### config.mk
export PLATFORM = sky130hd
export DESIGN_NAME = thor2022_page_walker_flat
export DESIGN_NICKNAME = d
export VERILOG_FILES = /design/src/rtl/thor2022_page_walker_if.sv /design/src/rtl/thor2022_page_walker.sv /design/src/flat_wrapper.sv
export SDC_FILE = /design/constraint.sdc
export NUM_CORES = 1
export LEC_CHECK = 0
export CAP_MARGIN = 40
export CORE_AREA = 2 2 209 211
export CTS_CLUSTER_DIAMETER = 60
export CTS_CLUSTER_SIZE = 30
export DETAILED_ROUTE_END_ITERATION = 7
export DIE_AREA = 0 0 211 213
export DONT_BUFFER_PORTS = 1
export MAX_ROUTING_LAYER = met4
export PLACE_DENSITY = 0.42
export SLEW_MARGIN = 0
export SYNTH_ARGS = -nofsm -noshare
export SYNTH_HDL_FRONTEND = slang
export SYNTH_SLANG_ARGS = --single-unit
### constraint.sdc
create_clock -name clk_i -period 3.1 [get_ports clk_i]
set_input_delay 0.62 -clock clk_i [delete_from_list [all_inputs] [get_ports clk_i]]
set_output_delay 0.62 -clock clk_i [all_outputs]
set_load 0.005 [all_outputs]
### src/rtl/thor2022_page_walker_if.sv
// Thor2022 page walker read-only bus interface.
// Walker drives cyc/adr, memory side returns ack/dat.
interface thor2022_page_walker_if;
  logic         cyc;
  logic [31:0]  adr;
  logic         ack;
  logic [127:0] dat;

  modport master (
    output cyc, adr,
    input  ack, dat
  );

  modport slave (
    input  cyc, adr,
    output ack, dat
  );
endinterface

### src/rtl/thor2022_page_walker.sv
// Thor2022 two-level hardware page-table walker feeding the TLB.
// Optional one-entry L1 cache: define THOR2022_PTW_L1CACHE_EN.
module thor2022_page_walker #(
  parameter int TLBEW   = 256,
  parameter int PTE_V   = 22,
  parameter int WAY     = 0,
  parameter int TMO     = 255,
  parameter int HOLDOFF = 8
) (
  input  logic             clk_i,
  input  logic             rst_ni,
  input  logic             miss_i,
  input  logic [31:0]      miss_adr_i,
  input  logic [31:0]      ptbr_i,
  input  logic             flush_i,
  input  logic             tlb_rdy_i,
  thor2022_page_walker_if.master m,
  output logic             wrtlb_o,
  output logic [15:0]      tlbadr_o,
  output logic [TLBEW-1:0] tlbdat_o,
  output logic             busy_o,
  output logic             fault_o,
  output logic [1:0]       fault_cause_o,
  output logic [31:0]      fault_adr_o
);

  typedef enum logic [1:0] {
    IDLE, L1, L2, WRITE
  } state_t;

  state_t      st, st_n;
  logic [31:0] va;
  logic [19:0] l2base;
  logic [7:0]  tmo_cnt;
  logic [7:0]  hold;
  logic        cyc;
  logic        flt_c;
  logic [1:0]  cause_c;
  logic        start;
  logic        ack_ok;
  logic        tmo_hit;
  logic        hit;
  logic [19:0] hit_base;
  logic        unused_bits;

  assign start   = miss_i && (hold == 8'd0) && !flush_i;
  assign ack_ok  = cyc && m.ack;
  assign tmo_hit = cyc && !m.ack && (tmo_cnt == 8'(TMO - 1));
  assign m.cyc   = cyc;
  assign busy_o  = (st != IDLE);
  assign tlbadr_o = {va[26:16], 2'b00, 3'(WAY)};
  assign unused_bits = ^{ptbr_i[11:0], m.dat[127:96]};

`ifdef THOR2022_PTW_L1CACHE_EN
  logic        c_vld;
  logic [7:0]  c_tag;
  logic [19:0] c_ptbr;
  logic [19:0] c_base;

  assign hit = c_vld
            && (c_tag == miss_adr_i[31:24])
            && (c_ptbr == ptbr_i[31:12]);
  assign hit_base = c_base;

  // Remember the last valid L1 entry; flush drops it.
  always_ff @(posedge clk_i or negedge rst_ni) begin
    if (!rst_ni) begin
      c_vld  <= 1'b0;
      c_tag  <= '0;
      c_ptbr <= '0;
      c_base <= '0;
    end else if (flush_i) begin
      c_vld <= 1'b0;
    end else if (st == L1 && st_n == L2) begin
      c_vld  <= 1'b1;
      c_tag  <= va[31:24];
      c_ptbr <= ptbr_i[31:12];
      c_base <= m.dat[31:12];
    end
  end
`else
  assign hit      = 1'b0;
  assign hit_base = '0;
`endif

  // State register.
  always_ff @(posedge clk_i or negedge rst_ni) begin
    if (!rst_ni) st <= IDLE;
    else         st <= st_n;
  end

  // Next state, bus address, TLB strobe and fault decode.
  always_comb begin
    st_n    = st;
    flt_c   = 1'b0;
    cause_c = 2'b00;
    wrtlb_o = 1'b0;
    m.adr   = '0;
    unique case (st)
      IDLE: begin
        if (start) st_n = hit ? L2 : L1;
      end
      L1: begin
        m.adr = {ptbr_i[31:12], va[31:24], 4'h0};
        if (flush_i) begin
          st_n = IDLE;
        end else if (ack_ok) begin
          if (!m.dat[PTE_V]) begin
            flt_c   = 1'b1;
            cause_c = 2'b01;
            st_n    = IDLE;
          end else begin
            st_n = L2;
          end
        end else if (tmo_hit) begin
          flt_c   = 1'b1;
          cause_c = 2'b11;
          st_n    = IDLE;
        end
      end
      L2: begin
        m.adr = {l2base, va[23:16], 4'h0};
        if (flush_i) begin
          st_n = IDLE;
        end else if (ack_ok) begin
          if (!m.dat[PTE_V]) begin
            flt_c   = 1'b1;
            cause_c = 2'b10;
            st_n    = IDLE;
          end else begin
            st_n = WRITE;
          end
        end else if (tmo_hit) begin
          flt_c   = 1'b1;
          cause_c = 2'b11;
          st_n    = IDLE;
        end
      end
      WRITE: begin
        if (flush_i) begin
          st_n = IDLE;
        end else if (tlb_rdy_i) begin
          wrtlb_o = 1'b1;
          st_n    = IDLE;
        end
      end
      default: st_n = IDLE;
    endcase
  end

  // Walk datapath: latches, bus cycle, timeout, hold-off, faults.
  always_ff @(posedge clk_i or negedge rst_ni) begin
    if (!rst_ni) begin
      va            <= '0;
      l2base        <= '0;
      tmo_cnt       <= '0;
      hold          <= '0;
      cyc           <= 1'b0;
      tlbdat_o      <= '0;
      fault_o       <= 1'b0;
      fault_cause_o <= 2'b00;
      fault_adr_o   <= '0;
    end else begin
      fault_o <= flt_c;
      if (flt_c) begin
        fault_cause_o <= cause_c;
        fault_adr_o   <= va;
      end
      if (cyc && !m.ack) tmo_cnt <= tmo_cnt + 8'd1;
      unique case (st)
        IDLE: begin
          if (hold != 8'd0) hold <= hold - 8'd1;
          if (start) begin
            va      <= miss_adr_i;
            tmo_cnt <= '0;
            cyc     <= !hit;
            if (hit) l2base <= hit_base;
          end
        end
        L1: begin
          if (st_n != L1) begin
            cyc     <= 1'b0;
            tmo_cnt <= '0;
          end
          if (st_n == L2) l2base <= m.dat[31:12];
        end
        L2: begin
          if (st_n != L2) cyc <= 1'b0;
          else if (!cyc)  cyc <= 1'b1;
          if (st_n == WRITE)
            tlbdat_o <= TLBEW'({m.adr, m.dat[95:0]});
        end
        WRITE: begin
          if (wrtlb_o) hold <= 8'(HOLDOFF);
        end
        default: cyc <= 1'b0;
      endcase
    end
  end

endmodule
### src/flat_wrapper.sv
// flat-port wrapper written by rule: the top's interface ports become plain ports
module thor2022_page_walker_flat 
#(
  parameter int TLBEW   = 256,
  parameter int PTE_V   = 22,
  parameter int WAY     = 0,
  parameter int TMO     = 255,
  parameter int HOLDOFF = 8
)
  (clk_i, rst_ni, miss_i, miss_adr_i, ptbr_i, flush_i, tlb_rdy_i, wrtlb_o, tlbadr_o, tlbdat_o, busy_o, fault_o, fault_cause_o, fault_adr_o, m_cyc, m_adr, m_ack, m_dat);
  thor2022_page_walker_if m_i ();
  input  logic clk_i;
  input  logic rst_ni;
  input  logic miss_i;
  input  logic [31:0] miss_adr_i;
  input  logic [31:0] ptbr_i;
  input  logic flush_i;
  input  logic tlb_rdy_i;
  output logic wrtlb_o;
  output logic [15:0] tlbadr_o;
  output logic [TLBEW-1:0] tlbdat_o;
  output logic busy_o;
  output logic fault_o;
  output logic [1:0] fault_cause_o;
  output logic [31:0] fault_adr_o;
  output wire logic [$bits(m_i.cyc)-1:0] m_cyc;
  output wire logic [$bits(m_i.adr)-1:0] m_adr;
  input wire logic [$bits(m_i.ack)-1:0] m_ack;
  input wire logic [$bits(m_i.dat)-1:0] m_dat;
  assign m_cyc = m_i.cyc;
  assign m_adr = m_i.adr;
  assign m_i.ack = m_ack;
  assign m_i.dat = m_dat;
  thor2022_page_walker #(.TLBEW(TLBEW), .PTE_V(PTE_V), .WAY(WAY), .TMO(TMO), .HOLDOFF(HOLDOFF)) u_core (.clk_i(clk_i), .rst_ni(rst_ni), .miss_i(miss_i), .miss_adr_i(miss_adr_i), .ptbr_i(ptbr_i), .flush_i(flush_i), .tlb_rdy_i(tlb_rdy_i), .m(m_i), .wrtlb_o(wrtlb_o), .tlbadr_o(tlbadr_o), .tlbdat_o(tlbdat_o), .busy_o(busy_o), .fault_o(fault_o), .fault_cause_o(fault_cause_o), .fault_adr_o(fault_adr_o));
endmodule
After elaboration in Yosys (flattened, before gate mapping)
Cells that the tools add are included.
- bits in registers: 234
- logic and storage cells: 82
- bits of input ports: 198
- output and inout bits: 342
- reduce and logical (&&, ||, !) cells: 19
- mux-type cells: 39
- equal/unequal tests: 12
- add/sub/neg operators: 2
- operators with widths (cell ; number):
    32-bit one-hot mux with 2 select lines ; 1
    8-bit 2-to-1 mux ; 5
    2-bit 2-to-1 mux ; 16
    8-bit one-hot mux with 2 select lines ; 2
    1-bit 2-to-1 mux ; 12
    8-bit by 1-bit adder with 8-bit output, second input constant ; 1
    2-bit equality test, second input constant ; 4
    8-bit equality test, second input constant ; 1
    8-bit zero test ; 1
    2-bit by 1-bit != test with 1-bit output, second input constant ; 4
    2-bit one-hot mux with 4 select lines ; 1
    8-bit nonzero test ; 1
    8-bit by 1-bit subtractor with 8-bit output, second input constant ; 1
    2-bit AND reduction ; 3
    3-bit AND reduction ; 2
    1-bit logical AND ; 5
    2-bit != test, second input constant ; 2
    2-bit one-hot mux with 2 select lines ; 1
    2-bit nonzero test ; 2
    1-bit one-hot mux with 3 select lines ; 1
    3-bit nonzero test ; 1
    2-bit by 1-bit equality test with 1-bit output, second input constant ; 1
    1-bit zero test ; 2
    2-bit zero test ; 1
    2-bit OR reduction ; 1

Longest topological paths before layout
- depth after elaboration: 10
- mapped depth: 11
- depth with buffers taken out: 8

Worst setup path after synthesis
No wires, ideal clock.
- kind: reg-to-reg
- start point: register u_core.st[1]
- end point: register u_core.l2base[0]
- setup time: 0.125 ns
- stages on the path, launching flop included: 11
- clock period less this slack: 2.390 ns
- path slack: 0.710 ns
- data required time: 2.975 ns
- arrival: 2.265 ns
- path buffers: 2
- cells stage by stage: dfrtp_1 > inv_1 > ha_1 > buf_2 > or2_2 > a32oi_1 > o32ai_2 > or2_1 > and3_4 > buf_6 > mux2_4
- longest elaborated chain between the ends: 6
- elaborated cells between the ends (all ways): 15
- those cells by class: 4 x eq/ne; 9 x mux; 2 x reduce/logical
- ends and longest elaborated chain (what ; line ; source):
    start: declaration ; thor2022_page_walker.sv:31 ; state_t st, st_n;
    start signal: assignment ; thor2022_page_walker.sv:89 ; else st <= st_n;
    2-bit 2-to-1 mux ; thor2022_page_walker.sv:115, thor2022_page_walker.sv:133 ;
    2-bit 2-to-1 mux, on equally long branches ; thor2022_page_walker.sv:125, thor2022_page_walker.sv:107 ;
    2-bit 2-to-1 mux, on equally long branches ; thor2022_page_walker.sv:123, thor2022_page_walker.sv:105 ;
    2-bit one-hot mux with 4 select lines * ; thor2022_page_walker.sv:99 ; unique case (st)
    named net u_core.st_n[1] ; thor2022_page_walker.sv:31 ;
    2-bit equality test * ; thor2022_page_walker.sv:185 ; if (st_n == L2) l2base <= m.dat[31:12];
    2-bit AND reduction (no source line) * ; n/a ;
    end signal: assignment ; thor2022_page_walker.sv:177 ; if (hit) l2base <= hit_base;
    end signal: assignment ; thor2022_page_walker.sv:185 ;
    end: declaration ; thor2022_page_walker.sv:33 ; logic [19:0] l2base;
Mark *: on every way through the listed nets, which the timed path passes. The rest lies on a longest branch.
A chain may end at the register's enable or synchronous reset.

Worst setup path in the final report
- start point: register u_core.st[1]
- end point: output port m_adr[12]
- longest elaborated chain between the ends: 2
- elaborated cells between the ends (all ways): 3
- those cells by class: 2 x eq/ne; 1 x mux
- ends and longest elaborated chain (what ; line ; source):
    2-bit equality test / 2-bit by 1-bit equality test with 1-bit output (equally long branches) ; thor2022_page_walker.sv:99 ;
    32-bit one-hot mux with 2 select lines * ; thor2022_page_walker.sv:99 ;
    end: declaration ; flat_wrapper.sv:27 ; output wire logic [$bits(m_i.adr)-1:0] m_adr;
Mark *: on every way between the ends. The rest lies on a longest branch, timed or not.

==> results.sh <==
export IMPL_grt_pass1_vias=5872
export IMPL_cts_setup_buffers=0
export IMPL_cpMaxStageDelayCell="dfrtp_1"
export IMPL_dpl_cell_count=1352
export IMPL_final_seq_area_um2=5760
export IMPL_overflow=0
export IMPL_grt_pass1_wl_um=38400
export IMPL_min_path_type="in2async"
export IMPL_use_met1_pct=13.5
export IMPL_ant_nets=0
export IMPL_drv_slew=0
export IMPL_drive_gt1_share_pct=31.2
export IMPL_grt_max_degree=231
export IMPL_synth_cell_types=49
export IMPL_clockBufferDepth=3
export IMPL_drt_initial_drc_count=288
export IMPL_yosysTopAreaCell="dfrtp_1"
export IMPL_critical_path_top_delay_family="buffers and inverters"
export IMPL_required_ps=2480
export IMPL_synth_seq_area_share_pct=52.3
export IMPL_worst_pin_slew_ps=577
export IMPL_dp_hpwl_um=19100
export IMPL_final_cells=1405
export IMPL_cts_buffers=28
export IMPL_avgSynthCellArea_um2=13.1
export IMPL_routabilityCongestion=0.681
export IMPL_cp_buffers_inverters=2
export IMPL_crit_arrival_ps=2170
export IMPL_cts_sinks=230
export IMPL_hold_viol_final=230
export IMPL_busiest_layer="met2"
export IMPL_power_density_nw_per_um2=733
export IMPL_synth_top_area_share_pct=52.3
export IMPL_status="complete, but fails checks"
export IMPL_vdd_drop_max_v=0.000343
export IMPL_startpoint_type="flip-flop"
export IMPL_multiInputGateArea_um2=4340
export IMPL_timing_setup_tns_ps=0
export IMPL_whs_ps=-256
export IMPL_cts_htree_levels=1
export IMPL_clk_pin_slew_ps=70
export IMPL_setup_viol=0
export IMPL_async_reset_ff_share_pct=100
export IMPL_period_share_pct=89.9
export IMPL_drtPass1Iterations=4
export IMPL_timing_rr_start="u_core.st[1]$_DFF_PN0_"
export IMPL_most_common_layout_cells="dfrtp_1 (230), conb_1 (141), mux2_2 (112)"
export IMPL_numPortBuffers=0
export IMPL_met3_usage_pct=4.94
export IMPL_syn2layout_area_growth_pct=8.52
export IMPL_max_cap_violations=0
export IMPL_fmaxAchievable_ghz=0.359
export IMPL_wirelength_um=26900
export IMPL_n_fill_cell=4359
export IMPL_slew_headroom_pct=61.2
export IMPL_path_cells="inv_1 > ha_2 > buf_6 > a22oi_1 > nor2b_1"
export IMPL_clk_latency_ps=570
export IMPL_rrSetupSlack_ps=370
export IMPL_rsz0062_at_grt="false"
export IMPL_yosys_register_bits=230
export IMPL_ff2ff_path_depth=7
export IMPL_wl_per_cell_um=19.2
export IMPL_syn_instance_count=839
export IMPL_endpoint_kind="output port"
export IMPL_skew_ps=21.3
export IMPL_chipHeight_um=213
export IMPL_start_util_pct=25.8
export IMPL_cts_tree="built"
export IMPL_synth_ff_type="dfrtp_1"
export IMPL_reg2reg_to="u_core.tlbdat_o[29]$_DFFE_PN0P_"
export IMPL_yosysWarnings=0
export IMPL_ys_top_cells_by_area="dfrtp_1 (52%), mux2_2 (11%), mux2_4 (11%), buf_4 (11%), nand2_1 (2.0%)"
export IMPL_track_usage_pct=11.6
export IMPL_antenna_found_initial=0
export IMPL_finish_net_count=1042
export IMPL_cts_root_buf="clkbuf_16"
export IMPL_die_w_um=211
export IMPL_netlist_area_um2=11000
export IMPL_cp_max_fo=35
export IMPL_p_leak_nw=5.78
export IMPL_period_needed_ps=2790
export IMPL_drc=0
export IMPL_num_rows=76
export IMPL_use_met2_pct=18.4
export IMPL_path_class="reg2out"
export IMPL_avgViaCountPerCell=4.13
export IMPL_final_common_cell="dfrtp_1"
export IMPL_vias=5796
export IMPL_synth_enable_flop_cells=0
export IMPL_failed_checks="negative hold slack"
export IMPL_core_um2=42700
export IMPL_io_pins=540
export IMPL_critical_path_max_stage_delay_ps=450
export IMPL_design_die_area_um2=44900
-- metrics by stage --
step	hold WS, ps	setup slack (ps)	util [%]	cell area, um^2	total power [W]
floorplan	324	710	-	11500	0.00517
global placement	331	363	25.7	11000	0.00548
detailed placement	330	306	25.7	11000	0.00550
CTS	-306	58.0	28.0	11900	0.00895
global route	-301	85.6	28.0	11900	0.00928
finish	-256	314	28.0	11900	0.00875
-- Yosys cell counts (2+ instances only) --
cell      count
a21oi_1       5
a22oi_1      28
a31oi_1       3
and2_1        3
and3_1        2
buf_1         9
buf_2         3
buf_4       158
buf_6         2
buf_8         7
clkbuf_1     10
dfrtp_1     230
ha_1          8
inv_1        10
mux2_2      112
mux2_4       80
nand2_1      60
nand2b_1      3
nand3_1       7
nand3b_1      4
nor2_1       18
nor2b_1      29
nor3b_1       3
nor4_1        3
o21ai_0       6
o22ai_1       2
o31ai_1       2
xnor2_1       5
xor2_1        7
-- layout make-up --
type	count	area share [%]
clock buffers	34	6.22
diodes	1	0.0210
well taps	546	5.72
inverters	11	0.346
repair buffers	16	1.46
flip-flops and latches	230	48.2
multi-input cells	549	36.3
clock inverters	18	1.69
-- worst max path at each step --
stage	from	endpoint	slack, ps	cells after the start
floorplan	u_core.st[1]$_DFF_PN0_	u_core.l2base[0]$_DFFE_PN0P_	710	10
global placement	u_core.st[1]$_DFF_PN0_	u_core.tlbdat_o[48]$_DFFE_PN0P_	360	7
detailed placement	u_core.st[1]$_DFF_PN0_	u_core.tlbdat_o[34]$_DFFE_PN0P_	310	7
CTS	u_core.st[1]$_DFF_PN0_	m_adr[5]	60	5
global route	u_core.st[1]$_DFF_PN0_	m_adr[25]	90	5
finish	u_core.st[1]$_DFF_PN0_	m_adr[12]	310	5
-- what timing repair did --
| action | in CTS | in global routing |
|---|---|---|
| hold endpoints to repair | 230 | 230 |
| gates resized for setup | 0 | 1 |
| endpoints found under the setup margin | 0 | 4 |
-- layer usage --
metal  vias up  wire, um
met4         0       605
li1       2563         -
met3        36      2840
met1      2905     10700
met2       292     12800
met5         -         0
-- registers in the layout (all words and copies together) (netlist names) --
name,count
u_core.tlbdat_o,124
u_core.fault_adr_o,32
u_core.va,32
u_core.l2base,20
u_core.hold,8
u_core.tmo_cnt,8
u_core.fault_cause_o,2
u_core.st,2
u_core.fault_o,1
u_core.m.cyc,1
-- power by group --
group / switching (W) / internal, W / leakage (nW)
logic: 0.000766 / 0.000693 / 2.18
registers: 0.000465 / 0.00350 / 3.15
clock network: 0.00142 / 0.00192 / 0.453
-- cell families after synthesis --
family / synth area share, %
flip-flops: 52.3
buffers and inverters: 13.1
multiplexers: 22.5
AND/OR/NAND/NOR: 6.83
AO/OA/AOI/OAI: 3.39
XOR/XNOR: 0.955
adder cells (fa/ha/maj): 0.910
other: 0.0341
No activity file was read; power rests on OpenSTA's default activity.
